**src/rtl/serial_mag_comparator.sv**
```systemverilog
// Bit-serial, cascadable magnitude comparator: walks A/B MSB-first through a 1-bit compare cell.
// Optional macro SERIAL_MAG_CMP_EARLY_EXIT_EN finishes as soon as the outcome is decided.
module serial_mag_comparator #(
  parameter int WIDTH = 8
) (
  input  logic             clk,
  input  logic             rst,
  input  logic             start,
  input  logic [WIDTH-1:0] a,
  input  logic [WIDTH-1:0] b,
  input  logic             l,
  input  logic             g,
  input  logic             e,
  output logic             busy,
  output logic             done,
  output logic             LT,
  output logic             GT,
  output logic             EQ
);

  localparam int CW = (WIDTH > 1) ? $clog2(WIDTH) : 1;

`ifdef SERIAL_MAG_CMP_EARLY_EXIT_EN
  localparam logic EARLY_EXIT = 1'b1;
`else
  localparam logic EARLY_EXIT = 1'b0;
`endif

  typedef enum logic [1:0] {
    IDLE  = 2'd0,
    SHIFT = 2'd1,
    DONE  = 2'd2
  } state_t;

  // Flag vectors are packed as {l, g, e}.
  function automatic logic [2:0] norm_flags(input logic li, input logic gi, input logic ei);
    logic [2:0] r;
    if (gi) begin
      r = 3'b010;
    end else if (li) begin
      r = 3'b100;
    end else if (ei) begin
      r = 3'b001;
    end else begin
      r = 3'b000;
    end
    return r;
  endfunction

  // One 1-bit compare cell: a decided upstream (g or l) always wins over the local bits.
  function automatic logic [2:0] cmp_cell(input logic ai, input logic bi, input logic [2:0] lge);
    logic [2:0] r;
    if (lge[1]) begin
      r = 3'b010;
    end else if (lge[2]) begin
      r = 3'b100;
    end else if (lge[0]) begin
      if (ai && !bi) begin
        r = 3'b010;
      end else if (!ai && bi) begin
        r = 3'b100;
      end else begin
        r = 3'b001;
      end
    end else begin
      r = 3'b000;
    end
    return r;
  endfunction

  state_t           state_q, state_d;
  logic [WIDTH-1:0] a_q, a_d;
  logic [WIDTH-1:0] b_q, b_d;
  logic [CW-1:0]    cnt_q, cnt_d;
  logic [2:0]       flg_q, flg_d;
  logic [2:0]       res_q, res_d;
  logic             busy_q, busy_d;
  logic             done_q, done_d;
  logic [2:0]       cell_s;
  logic             finish_s;

  // Next-state, datapath and result update.
  always_comb begin
    state_d  = state_q;
    a_d      = a_q;
    b_d      = b_q;
    cnt_d    = cnt_q;
    flg_d    = flg_q;
    res_d    = res_q;
    busy_d   = 1'b0;
    done_d   = 1'b0;
    finish_s = 1'b0;
    cell_s   = cmp_cell(a_q[WIDTH-1], b_q[WIDTH-1], flg_q);
    case (state_q)
      IDLE: begin
        if (start) begin
          a_d     = a;
          b_d     = b;
          flg_d   = norm_flags(l, g, e);
          cnt_d   = CW'(WIDTH - 1);
          busy_d  = 1'b1;
          state_d = SHIFT;
        end else begin
          state_d = IDLE;
        end
      end
      SHIFT: begin
        flg_d    = cell_s;
        a_d      = {a_q[WIDTH-2:0], 1'b0};
        b_d      = {b_q[WIDTH-2:0], 1'b0};
        finish_s = (cnt_q == {CW{1'b0}}) || (EARLY_EXIT && (cell_s[2] || cell_s[1]));
        if (finish_s) begin
          res_d   = cell_s;
          done_d  = 1'b1;
          state_d = DONE;
        end else begin
          cnt_d   = cnt_q - CW'(1);
          busy_d  = 1'b1;
          state_d = SHIFT;
        end
      end
      DONE: begin
        state_d = IDLE;
      end
      default: begin
        state_d = IDLE;
      end
    endcase
  end

  // State and datapath registers with asynchronous reset.
  always_ff @(posedge clk or posedge rst) begin
    if (rst) begin
      state_q <= IDLE;
      a_q     <= {WIDTH{1'b0}};
      b_q     <= {WIDTH{1'b0}};
      cnt_q   <= {CW{1'b0}};
      flg_q   <= 3'b000;
      res_q   <= 3'b000;
      busy_q  <= 1'b0;
      done_q  <= 1'b0;
    end else begin
      state_q <= state_d;
      a_q     <= a_d;
      b_q     <= b_d;
      cnt_q   <= cnt_d;
      flg_q   <= flg_d;
      res_q   <= res_d;
      busy_q  <= busy_d;
      done_q  <= done_d;
    end
  end

  assign busy = busy_q;
  assign done = done_q;
  assign LT   = res_q[2];
  assign GT   = res_q[1];
  assign EQ   = res_q[0];

endmodule

```
**config.mk**
```make
export PLATFORM = sky130hd
export DESIGN_NAME = serial_mag_comparator
export DESIGN_NICKNAME = d
export VERILOG_FILES = /design/src/rtl/serial_mag_comparator.sv
export SDC_FILE = /design/constraint.sdc
export NUM_CORES = 1
export LEC_CHECK = 0
export CORE_MARGIN = 1
export CORE_UTILIZATION = 48
export CTS_CLUSTER_DIAMETER = 50
export DETAILED_ROUTE_END_ITERATION = 10
export PLACE_DENSITY_LB_ADDON = 0.2
export SYNTH_ARGS = -nofsm -noshare
export SYNTH_HDL_FRONTEND = slang
export SYNTH_SLANG_ARGS = --single-unit
```
**constraint.sdc**
```tcl
create_clock -name clk -period 2.2 [get_ports clk]
set_input_delay 0.22 -clock clk [delete_from_list [all_inputs] [get_ports clk]]
set_output_delay 0.22 -clock clk [all_outputs]
set_load 0.005 [all_outputs]
```
# Word-level counts from Yosys, hierarchy flattened
# Cells that the tools add are included.
word_totals:
  ff_bits: 29
  in_bits: 22
  out_inout_bits: 5
classes:
  add_sub_neg: 1
  eq_ne: 3
  n_mux: 25
  n_reduce_logical: 10
op_table:
  columns: ["operator", "count"]
  rows:
  - ["8-bit one-hot mux with 2 select lines", 2]
  - ["3-bit two-way mux", 10]
  - ["8-bit two-way mux", 2]
  - ["3-bit one-hot mux with 2 select lines", 2]
  - ["1-bit two-way mux", 6]
  - ["2-bit != test, second input constant", 2]
  - ["2-bit one-hot mux with 2 select lines", 1]
  - ["2-bit AND reduction", 2]
  - ["3-bit zero test", 1]
  - ["3-bit AND reduction", 1]
  - ["3-bit by 1-bit subtractor with 3-bit output, second input constant", 1]
  - ["2-bit by 1-bit equality test with 1-bit output, second input constant", 1]
  - ["1-bit logical AND", 2]
  - ["1-bit zero test", 2]
  - ["2-bit zero test", 1]
  - ["2-bit two-way mux", 1]
  - ["1-bit one-hot mux with 2 select lines", 1]
  - ["2-bit nonzero test", 1]

# Longest topological paths before layout
# Gate-level depths: netlist (run 1).
depth:
  word_depth: 8
  mapped_depth: 7

# Least setup slack after synthesis (run 1)
# Ideal clock, no wire load.
synth_path:
  path_type: "flip-flop to flip-flop"
  startpoint: "reg cnt_q[0]"
  endpoint: "reg res_q[1]"
  t_arrival_ps: 1171
  required_ps: 2079
  slack_ps: 908
  path_stages_with_launch: 8
  n_path_buf: 0
  period_less_slack_ps: 1292
  path_cell_list: "dfrtp_1 inv_1 ha_1 nor2b_1 nand2_1 inv_2 nand2_1 o22a_1"
synth_via:
  elab_chain_len: 2
synth_lines:
  columns: ["element", "line_no", "rtl"]
  rows:
  - ["start, declared", "74", "logic [CW-1:0] cnt_q, cnt_d;"]
  - ["start signal, assigned", "137", "cnt_q <= {CW{1'b0}};"]
  - ["start signal, assigned", "146", "cnt_q <= cnt_d;"]
  - ["3-bit zero test", "111", "finish_s = (cnt_q == {CW{1'b0}}) || (EARLY_EXIT && (cell_s[2] || cell_s[1]));"]
  - ["2-bit AND reduction (no line)", null, null]
  - ["end signal, assigned", "148", "res_q <= res_d;"]
  - ["end, declared", "76", "logic [2:0] res_q, res_d;"]
# No other way between the ends.
# A chain may end at the register's enable or synchronous reset.

# Worst setup path in the final report (run 1)
layout_path:
  startpoint: "reg done_q, in the netlist done"
  endpoint: "out done"
layout_lines:
  columns: ["element", "line_no", "rtl"]
  rows:
  - ["start, declared", "78", "logic done_q, done_d;"]
  - ["start signal, assigned", "150", "done_q <= done_d;"]
  - ["end, declared", "15", "output logic done,"]
# No word-level cell between the ends.

==> results.tsv, run 1 <==
stage	metric	value	unit
floorplanning	rows	18	
detailed_routing	vias	1084	
sta	worst_slew_pin_slew	0.572	ns
worst_hold_path	hp-class	primary input to asynchronous set/reset pin	
clocking	cts_buffers	3	
global_routing	antenna_found_initial	0	
detailed_routing	routedWlPerCell	15.1	um
sta	finalHoldViolations	0	
detailed_routing	drt_wl_total	2840	um
worst_setup_path	critPathLaunchType	flop	
global_routing	grt_max_degree	28	
clocking	post_cts_resized	0	
clocking	clk_path_buf_depth	2	
worst_setup_path	r2r-start	done$_DFF_PP0_	
run_status	status	completed	
clocking	clk_pin_slew	0.15	ns
sta	finalCritPeriodShare	85.7	%
synthesis	yosys.area.top_type_share	49.6	%
synthesis	synth_top_cell_by_area	dfrtp_1	
sta	period_minus_slack	1.88	ns
synthesis	yosys_warnings	0	
clocking	cts.sinks	27	
sta	final-setup-viol-count	0	
sta	fmax	531	MHz
synthesis	syn_inst	132	
synthesis	ys_seq_area_share	49.6	%
detailed_routing	drt_iter0_markers	19	
synthesis	avgSynthCellArea	10.3	um2
worst_setup_path	crit_chain	clkdlybuf4s50_1	
clocking	root_buffer	clkbuf_4	
floorplanning	io_pins	27	
detailed_routing	ant_nets	0	
layout	synthToLayoutAreaGrowth	22.9	%
synthesis	synth_fp_nets	158	
detailed_routing	first_pass_iters	4	
worst_setup_path	slowest_delay	0.73	ns
clocking	clk_latency	0.33	ns
floorplanning	die_x	55.3	um
worst_setup_path	critPathArrivalTime	1.66	ns
floorplanning	core	2570	um2
worst_setup_path	cp_max_fo	18	
worst_setup_path	worstSetupEndpointType	output port	
sta	setup_tns	0	ns
placement	dp.cells	184	
sta	final-max-slew-violation-count	0	
worst_setup_path	critPathBufInv	1	
synthesis	synthTopCellsByArea	dfrtp_1 50%, a22oi_1 6.6%, o21ai_1 5.5%, nor2b_1 5.1%, ha_1 3.7%	
worst_setup_path	path_delay_family	flip-flops	
pwr	power.total	0.00190	W
worst_setup_path	r2r_setup_slack	0.64	ns
sta	relSlewSlack	61.9	%
sta	skew	0.00786	ns
pwr	p_leak	0.726	nW
clocking	hold_buffers	0	
clocking	h-tree-depth	1	
placement	port_buffers	26	
placement	dp_hpwl	2060	um
worst_setup_path	timing.rr.end	res_q[1]$_DFFE_PP0P_	
worst_setup_path	cpMaxStageDelayCell	dfrtp_1	
floorplanning	start_util	53.0	%
global_routing	grt_pass1_vias	1141	
detailed_routing	drc	0	
run	max-cap-violations	0	
layout	layout-drive-gt1-share	6.96	%
worst_setup_path	required	1.98	ns
worst_setup_path	worstSetupPathType	flop to output port	
clocking	cts_setup_buffers	0	
synthesis	yosysUniqueCellTypes	31	
pwr	power_density	1140	nW/um2
synthesis	synth_area	1360	um2
placement	gp_congestion	0.787	
sta	rsz0062_at_grt	no	
synthesis	ys_ff_latch	27	
floorplanning	die_area	3050	um2
floorplanning	die_y	55.3	um
worst_setup_path	reg2reg_depth	6	
layout	antenna_cells	0	
detailed_routing	post_drt_via_cell_ratio	5.77	
layout	layoutNonFillerInstCount	188	
global_routing	grt_first_pass_wirelength	4970	um
pwr	ir_drop	0.000626	V
clocking	cts_tree	done	
global_routing	grt-ovfl-total	0	
layout	fin_nets	185	
global_routing	grt_util_all_layers	20.4	%
## routing by layer
metal	share of wire [%]	GRT usage (%)	vias to the layer above
li1	-	-	522
met1	43	25.9	532
met2	50	33.4	24
met3	4.2	4.22	6
met4	2.1	9.29	0
met5	0	0	-
## stage by stage
| step | hold WS [ns] | util [%] | setup WS [ns] | area (um2) |
|---|---|---|---|---|
| 5_1_grt | 0.257 | 65.2 | 0.211 | 1670 |
| 4_1_cts | 0.238 | 65.2 | 0.285 | 1670 |
| 3_3_place_gp | 0.467 | 64.0 | 0.443 | 1640 |
| 6_report | 0.237 | 65.2 | 0.315 | 1670 |
| 3_5_place_dp | 0.476 | 64.0 | 0.353 | 1640 |
| 2_1_floorplan | 0.273 | - | 0.908 | 1360 |
## how the worst max path moves through the flow
stage | slack, ns | startpoint | endpoint | cells past startpoint
after floorplan | 0.91 | cnt_q[0]$_DFFE_PP0P_ | res_q[1]$_DFFE_PP0P_ | 7
after global placement | 0.44 | start | b_q[0]$_DFFE_PP0P_ | 4
after detailed placement | 0.35 | start | a_q[0]$_DFFE_PP0P_ | 4
after CTS | 0.29 | done$_DFF_PP0_ | done | 1
after global routing | 0.21 | done$_DFF_PP0_ | done | 1
final | 0.32 | done$_DFF_PP0_ | done | 1
## cells in the final DEF (no fill, tap or decap), types with 2 or more instances in the layout
cell type,instances
dfrtp_1,27
clkdlybuf4s50_1,26
o21ai_1,15
a22oi_1,12
nor2b_1,11
nand2_1,11
a21oi_1,9
mux2i_1,5
inv_1,5
nand2b_1,4
ha_1,4
buf_4,4
a22o_1,3
clkbuf_4,3
o22a_1,2
nor2_1,2
## cells by family (layout without fill, tap and decap cells)
group                    after synthesis  in the layout  share of synthesized area (%)
multiplexers                           5              5                           3.68
flip-flops                            27             27                           49.6
AO/OA/AOI/OAI                         48             48                           23.5
buffers and inverters                 14             40                           5.06
adder cells (fa/ha/maj)                4              4                           3.68
AND/OR/NAND/NOR                       34             34                           14.4
## cell type report
class                   instances  area [um2]
inverters                       6        22.5
fillers                       214         895
repair buffers                 30         290
flip-flops and latches         27         676
clock inverters                 1        7.51
multi-input cells              91         617
clock buffers                   3        22.5
well taps                      30        37.5
## where the power goes
group,leakage [nW],total (W),switching (W),internal (W)
logic,0.369,0.000802,0.000376,0.000427
registers,0.343,0.000882,0.000187,0.000695
clock network,0.0139,0.000217,0.000147,0.0000696
## synth_stat cells
library cell and instances:
buf_2 4, buf_6 1, buf_4 1, o21ba_1 1
mux2i_1 5, nand3b_1 1, o21ai_1 15, o22a_1 2
a31oi_1 1, or4b_1 1, nor4bb_1 1, inv_2 1
nor2b_1 11, o21bai_4 1, o2bb2ai_1 1, a21oi_1 9
dfrtp_1 27, a22o_1 3, nor2_1 2, nand2b_1 4
nor4b_1 1, nor3b_2 1, nand3_1 1, inv_1 5
o32a_1 1, ha_1 4, clkbuf_1 2, a22oi_1 12
o21a_1 1, o21ai_0 1, nand2_1 11
## registers in the layout, indices dropped and copies added, names as in the netlist
signal and count:
b_q 8, state_q 1, done 1, a_q 8, cnt_q 3, res_q 3, flg_q 3
Note: power is estimated with default switching activity, not from simulation.
==> run 2, diff against run 1 <==
--- a/config.mk
+++ b/config.mk
@@ -12,2 +12,3 @@
 export PLACE_DENSITY_LB_ADDON = 0.2
+export SLEW_MARGIN = 20
 export SYNTH_ARGS = -nofsm -noshare
--- a/constraint.sdc
+++ b/constraint.sdc
@@ -3,2 +3,2 @@
 set_output_delay 0.22 -clock clk [all_outputs]
-set_load 0.005 [all_outputs]
+set_load 0.1 [all_outputs]
==> run 2 against run 1 <==
  * Sequential power about the same
  * Count of clock-buffer cells in the layout is 1 higher
  * Critical path depth stayed put
  * Worst hold slack improved by 0.0063 ns
  * Routed wire length shrank 5.1%
  * Sequential share of layout area grew 0.091 points
  * Clock power shrank 2%
  * Setup slack better by 0.23 ns
  * Flip-flop and latch count is the same
  * Critical path type unchanged
  * Critical endpoint unchanged
  * Largest cell class unchanged
==> results.tsv, run 2 (same netlist as run 1, synthesis figures left out) <==
stage	metric	value	unit
global_routing	grt-ovfl-total	0	
worst_setup_path	worstSetupEndpointType	output port	
layout	synthToLayoutAreaGrowth	22.6	%
sta	relSlewSlack	63.4	%
worst_setup_path	cp_max_fo	18	
global_routing	grtUsageMet2	31.7	%
floorplanning	start_util	53.0	%
layout	top_regs	a_q x8, b_q x8	
worst_setup_path	critPathArrivalTime	1.43	ns
detailed_routing	first_pass_iters	4	
clocking	cts_setup_buffers	0	
floorplanning	io_pins	27	
sta	rsz0062_at_grt	no	
global_routing	antenna_found_initial	0	
clocking	hold_buffers	0	
clocking	cts_tree	done	
floorplanning	core	2570	um2
sta	setup_tns	0	ns
pwr	ir_drop	0.00101	V
clocking	clk_latency	0.32	ns
clocking	cts_buffers	3	
worst_setup_path	critPathLaunchType	flop	
floorplanning	die_x	55.3	um
floorplanning	die_area	3050	um2
sta	final-max-slew-violation-count	0	
floorplanning	rows	18	
detailed_routing	drc	0	
run_status	status	completed	
worst_setup_path	required	1.98	ns
worst_setup_path	critPathBufInv	1	
detailed_routing	routedWlPerCell	14.3	um
layout	antenna_cells	0	
layout	final_common_cell	dfrtp_1	
pwr	p_leak	0.739	nW
placement	port_buffers	26	
clocking	root_buffer	clkbuf_4	
sta	worst_slew_pin_slew	0.549	ns
layout	fin_nets	185	
global_routing	grt_max_degree	28	
detailed_routing	drt_wl_total	2690	um
sta	fmax	605	MHz
global_routing	grt_first_pass_wirelength	4690	um
sta	finalCritPeriodShare	75.2	%
worst_setup_path	crit_chain	buf_4	
detailed_routing	ant_nets	0	
layout	n_fill_cell	221	
placement	dp_hpwl	2000	um
detailed_routing	post_drt_via_cell_ratio	5.78	
worst_setup_path	path_delay_family	flip-flops	
detailed_routing	drt_iter0_markers	26	
worst_setup_path	slowest_delay	0.72	ns
layout	layout_common_cells	27 x dfrtp_1, 21 x clkdlybuf4s50_1, 15 x o21ai_1, 12 x a22oi_1	
clocking	post_cts_resized	0	
layout	layout-drive-gt1-share	9.49	%
worst_setup_path	worstSetupPathType	flop to output port	
clocking	h-tree-depth	1	
pwr	power.total	0.00213	W
sta	skew	0.00848	ns
placement	gp_congestion	0.761	
pwr	power_density	1280	nW/um2
run	max-cap-violations	0	
floorplanning	die_y	55.3	um
worst_setup_path	cpMaxStageDelayCell	dfrtp_1	
sta	period_minus_slack	1.65	ns
global_routing	grt_pass1_vias	1032	
detailed_routing	vias	1086	
clocking	clk_path_buf_depth	2	
worst_hold_path	hp-class	primary input to asynchronous set/reset pin	
sta	final-setup-viol-count	0	
global_routing	use_met3	2.81	%
clocking	cts.sinks	27	
clocking	clk_pin_slew	0.14	ns
global_routing	grt_util_all_layers	19.1	%
global_routing	grtUsageMet1	26.7	%
sta	finalHoldViolations	0	
global_routing	grt_busiest_layer	met2	
-- run 2: cell types whose count changed in the layout (fill, tap and decap cells not counted) --
cell,change
buf_4,+4
clkdlybuf4s50_1,-5
clkinvlp_4,-1
clkbuf_1,+1
buf_12,+1
-- run 2: metrics by stage --
stage	worst slack (ns)	instances	utilization, %	hold slack, ns	cell area (um2)
6_report	0.546	188	65.0	0.244	1670
5_1_grt	0.446	188	65.0	0.298	1670
4_1_cts	0.523	188	65.0	0.252	1670
3_5_place_dp	0.356	184	64.0	0.479	1640
3_3_place_gp	0.446	184	64.0	0.468	1640
2_1_floorplan	0.348	132	-	0.273	1360
-- run 2: final timing paths --
check                      slack [ns]            startpoint  depth (start not counted)                   end
hold reg to reg                  0.50    a_q[6]$_DFFE_PP0P_                          2    a_q[6]$_DFFE_PP0P_
max in group asynchronous        1.70                   rst                          3    b_q[6]$_DFFE_PP0P_
setup reg to reg                 0.61  state_q[0]$_DFF_PP0_                          6  res_q[1]$_DFFE_PP0P_
min in group clk                 0.50                  b[4]                          3    b_q[4]$_DFFE_PP0P_
hold / removal                   0.24                   rst                          3    b_q[7]$_DFFE_PP0P_
setup / recovery                 0.55        done$_DFF_PP0_                          1                  done
-- run 2: final cells by class --
type                            count  area (um2)  share of cell area [%]
Inverter                            6        22.5                    1.35
Timing Repair Buffer               30         290                    17.4
Sequential cell                    27         676                    40.5
Tap cell                           30        37.5                    2.25
Clock buffer                        4        26.3                    1.57
Multi-Input combinational cell     91         617                    37.0
-- run 2: per-layer routing --
layer / routed length, um / up-vias
met5: 0 / -
met2: 1330 / 23
met4: 17 / 0
li1: - / 527
met1: 1240 / 534
met3: 110 / 2
-- run 2: power by group --
part / internal, W / switching, W
Combinational: 0.000429 / 0.000610
Clock: 0.0000709 / 0.000141
Sequential: 0.000695 / 0.000186
Total: 0.00119 / 0.000938
==> run 3, diff against run 2 <==
- clock period: 2.2 -> 1.7 ns (I/O delays scaled with it)
==> run 3 against run 2 <==
  * Global-route usage increased by 0.52 points
  * Utilization increased by 1.9 points
  * Highest routed layer unchanged
  * First-iteration DRC count increased by 35%
  * Sequential share of layout area decreased by 1.0 points
  * Register-to-register slack got worse by 0.40 ns
  * Cell area increased by 3.0%
  * Count of clock-buffer cells in the layout unchanged
  * Critical path depth increased by 3
==> results.tsv, run 3 (same netlist as run 1, synthesis figures left out) <==
stage	metric	value	unit
worst_setup_path	worstSetupEndpointType	flop	
pwr	power.total	0.00281	W
sta	setup_tns	0	ns
sta	finalHoldViolations	0	
worst_setup_path	cpMaxStageDelayCell	dfrtp_2	
placement	dp_hpwl	2030	um
detailed_routing	vias	1087	
layout	synthToLayoutAreaGrowth	26.3	%
floorplanning	rows	18	
floorplanning	die_x	55.3	um
layout	antenna_cells	0	
worst_hold_path	hp-class	primary input to asynchronous set/reset pin	
sta	finalCritPeriodShare	87.7	%
placement	gp_congestion	0.739	
layout	layout_common_cells	25 x dfrtp_1, 21 x clkdlybuf4s50_1, 15 x o21ai_1, 12 x a22oi_1	
worst_setup_path	critPathBufInv	1	
sta	final-setup-viol-count	0	
worst_setup_path	cp_max_fo	14	
global_routing	grt_pass1_vias	1064	
worst_setup_path	critPathLaunchType	flop	
layout	layoutNonFillerInstCount	191	
detailed_routing	first_pass_iters	4	
clocking	cts_buffers	3	
sta	final-max-slew-violation-count	0	
run_status	status	completed	
clocking	cts.sinks	27	
pwr	power_density	1630	nW/um2
detailed_routing	drt_wl_total	2750	um
worst_setup_path	critPathArrivalTime	1.77	ns
clocking	cts_setup_buffers	0	
clocking	clk_latency	0.32	ns
sta	relSlewSlack	73.7	%
global_routing	grt_first_pass_wirelength	4740	um
run	max-cap-violations	0	
clocking	h-tree-depth	1	
detailed_routing	post_drt_via_cell_ratio	5.69	
clocking	root_buffer	clkbuf_4	
global_routing	grt-ovfl-total	0	
clocking	clk_pin_slew	0.14	ns
clocking	hold_buffers	0	
layout	layout-drive-gt1-share	12.4	%
sta	rsz0062_at_grt	no	
detailed_routing	ant_nets	0	
pwr	ir_drop	0.00115	V
global_routing	antenna_found_initial	0	
worst_setup_path	crit_chain	nor2b_1 > buf_4 > nor3b_2 > o22a_1	
floorplanning	die_y	55.3	um
worst_setup_path	reg2reg_depth	4	
worst_setup_path	crit_cells	4	
floorplanning	start_util	53.0	%
sta	whs	0.203	ns
floorplanning	die_area	3050	um2
clocking	clk_path_buf_depth	2	
sta	skew	0.00178	ns
global_routing	grt_max_degree	28	
clocking	cts_tree	done	
global_routing	grt_util_all_layers	19.7	%
floorplanning	core	2570	um2
pwr	p_leak	0.758	nW
detailed_routing	drc	0	
detailed_routing	drt_iter0_markers	35	
sta	worst_slew_pin_slew	0.394	ns
worst_setup_path	worstSetupPathType	flop to flop	
worst_setup_path	slowest_delay	0.56	ns
worst_setup_path	path_delay_family	flip-flops	
detailed_routing	routedWlPerCell	14.4	um
layout	top_regs	a_q x8, b_q x8	
floorplanning	io_pins	27	
layout	fin_nets	188	
placement	dp.cells	187	
placement	port_buffers	26	
worst_setup_path	required	1.98	ns
sta	fmax	671	MHz
clocking	post_cts_resized	0	
layout	final_core_util	67.0	%
sta	period_minus_slack	1.49	ns
layout	final_common_cell	dfrtp_1	
-- run 3: changes by cell type in the layout (fill, tap and decap cells not counted), sizes merged --
cell,change
buf,+3
-- run 3: layout make-up --
| cell class | count | area, um2 |
|---|---|---|
| timing repair buffer | 33 | 338 |
| multi-input combinational | 91 | 617 |
| clock buffer | 4 | 26.3 |
| inverter | 6 | 22.5 |
| fill | 208 | 848 |
| sequential | 27 | 678 |
| tap | 30 | 37.5 |
-- run 3: path summary, 6_finish.rpt --
kind	endpoint	startpoint	slack (ns)
setup / recovery	flg_q[2]$_DFFE_PP0P_	state_q[0]$_DFF_PP0_	0.21
hold / removal	a_q[2]$_DFFE_PP0P_	rst	0.20
setup reg to reg	flg_q[2]$_DFFE_PP0P_	state_q[0]$_DFF_PP0_	0.21
hold reg to reg	a_q[1]$_DFFE_PP0P_	a_q[1]$_DFFE_PP0P_	0.51
max in group asynchronous	state_q[0]$_DFF_PP0_	rst	1.22
min in group clk	b_q[3]$_DFFE_PP0P_	b[3]	0.44
-- run 3: metrics by stage --
step | setup slack, ns | cell area, um2
finish | 0.209 | 1720
global placement | 0.209 | 1690
detailed placement | 0.140 | 1690
floorplan | 0.137 | 1360
CTS | 0.196 | 1720
global route | 0.0861 | 1720
-- run 3: tightest hold or removal path, delay by kind of cell --
family / cells / cell delay (ns)
buf+inv: 3 / 0.77
-- run 3: where the power goes --
part | internal [W] | switching [W]
clock network | 0.0000920 | 0.000186
logic | 0.000601 | 0.000793
registers | 0.000903 | 0.000234
total | 0.00160 | 0.00121
-- run 3: per-layer routing --
layer / track usage (%) / share of wire (%) / up-vias
met1: 25.5 / 45 / 523
met2: 32.7 / 49 / 26
li1: - / - / 532
met5: 0 / 0 / -
met4: 8.57 / 2.1 / 0
met3: 2.81 / 4.3 / 6
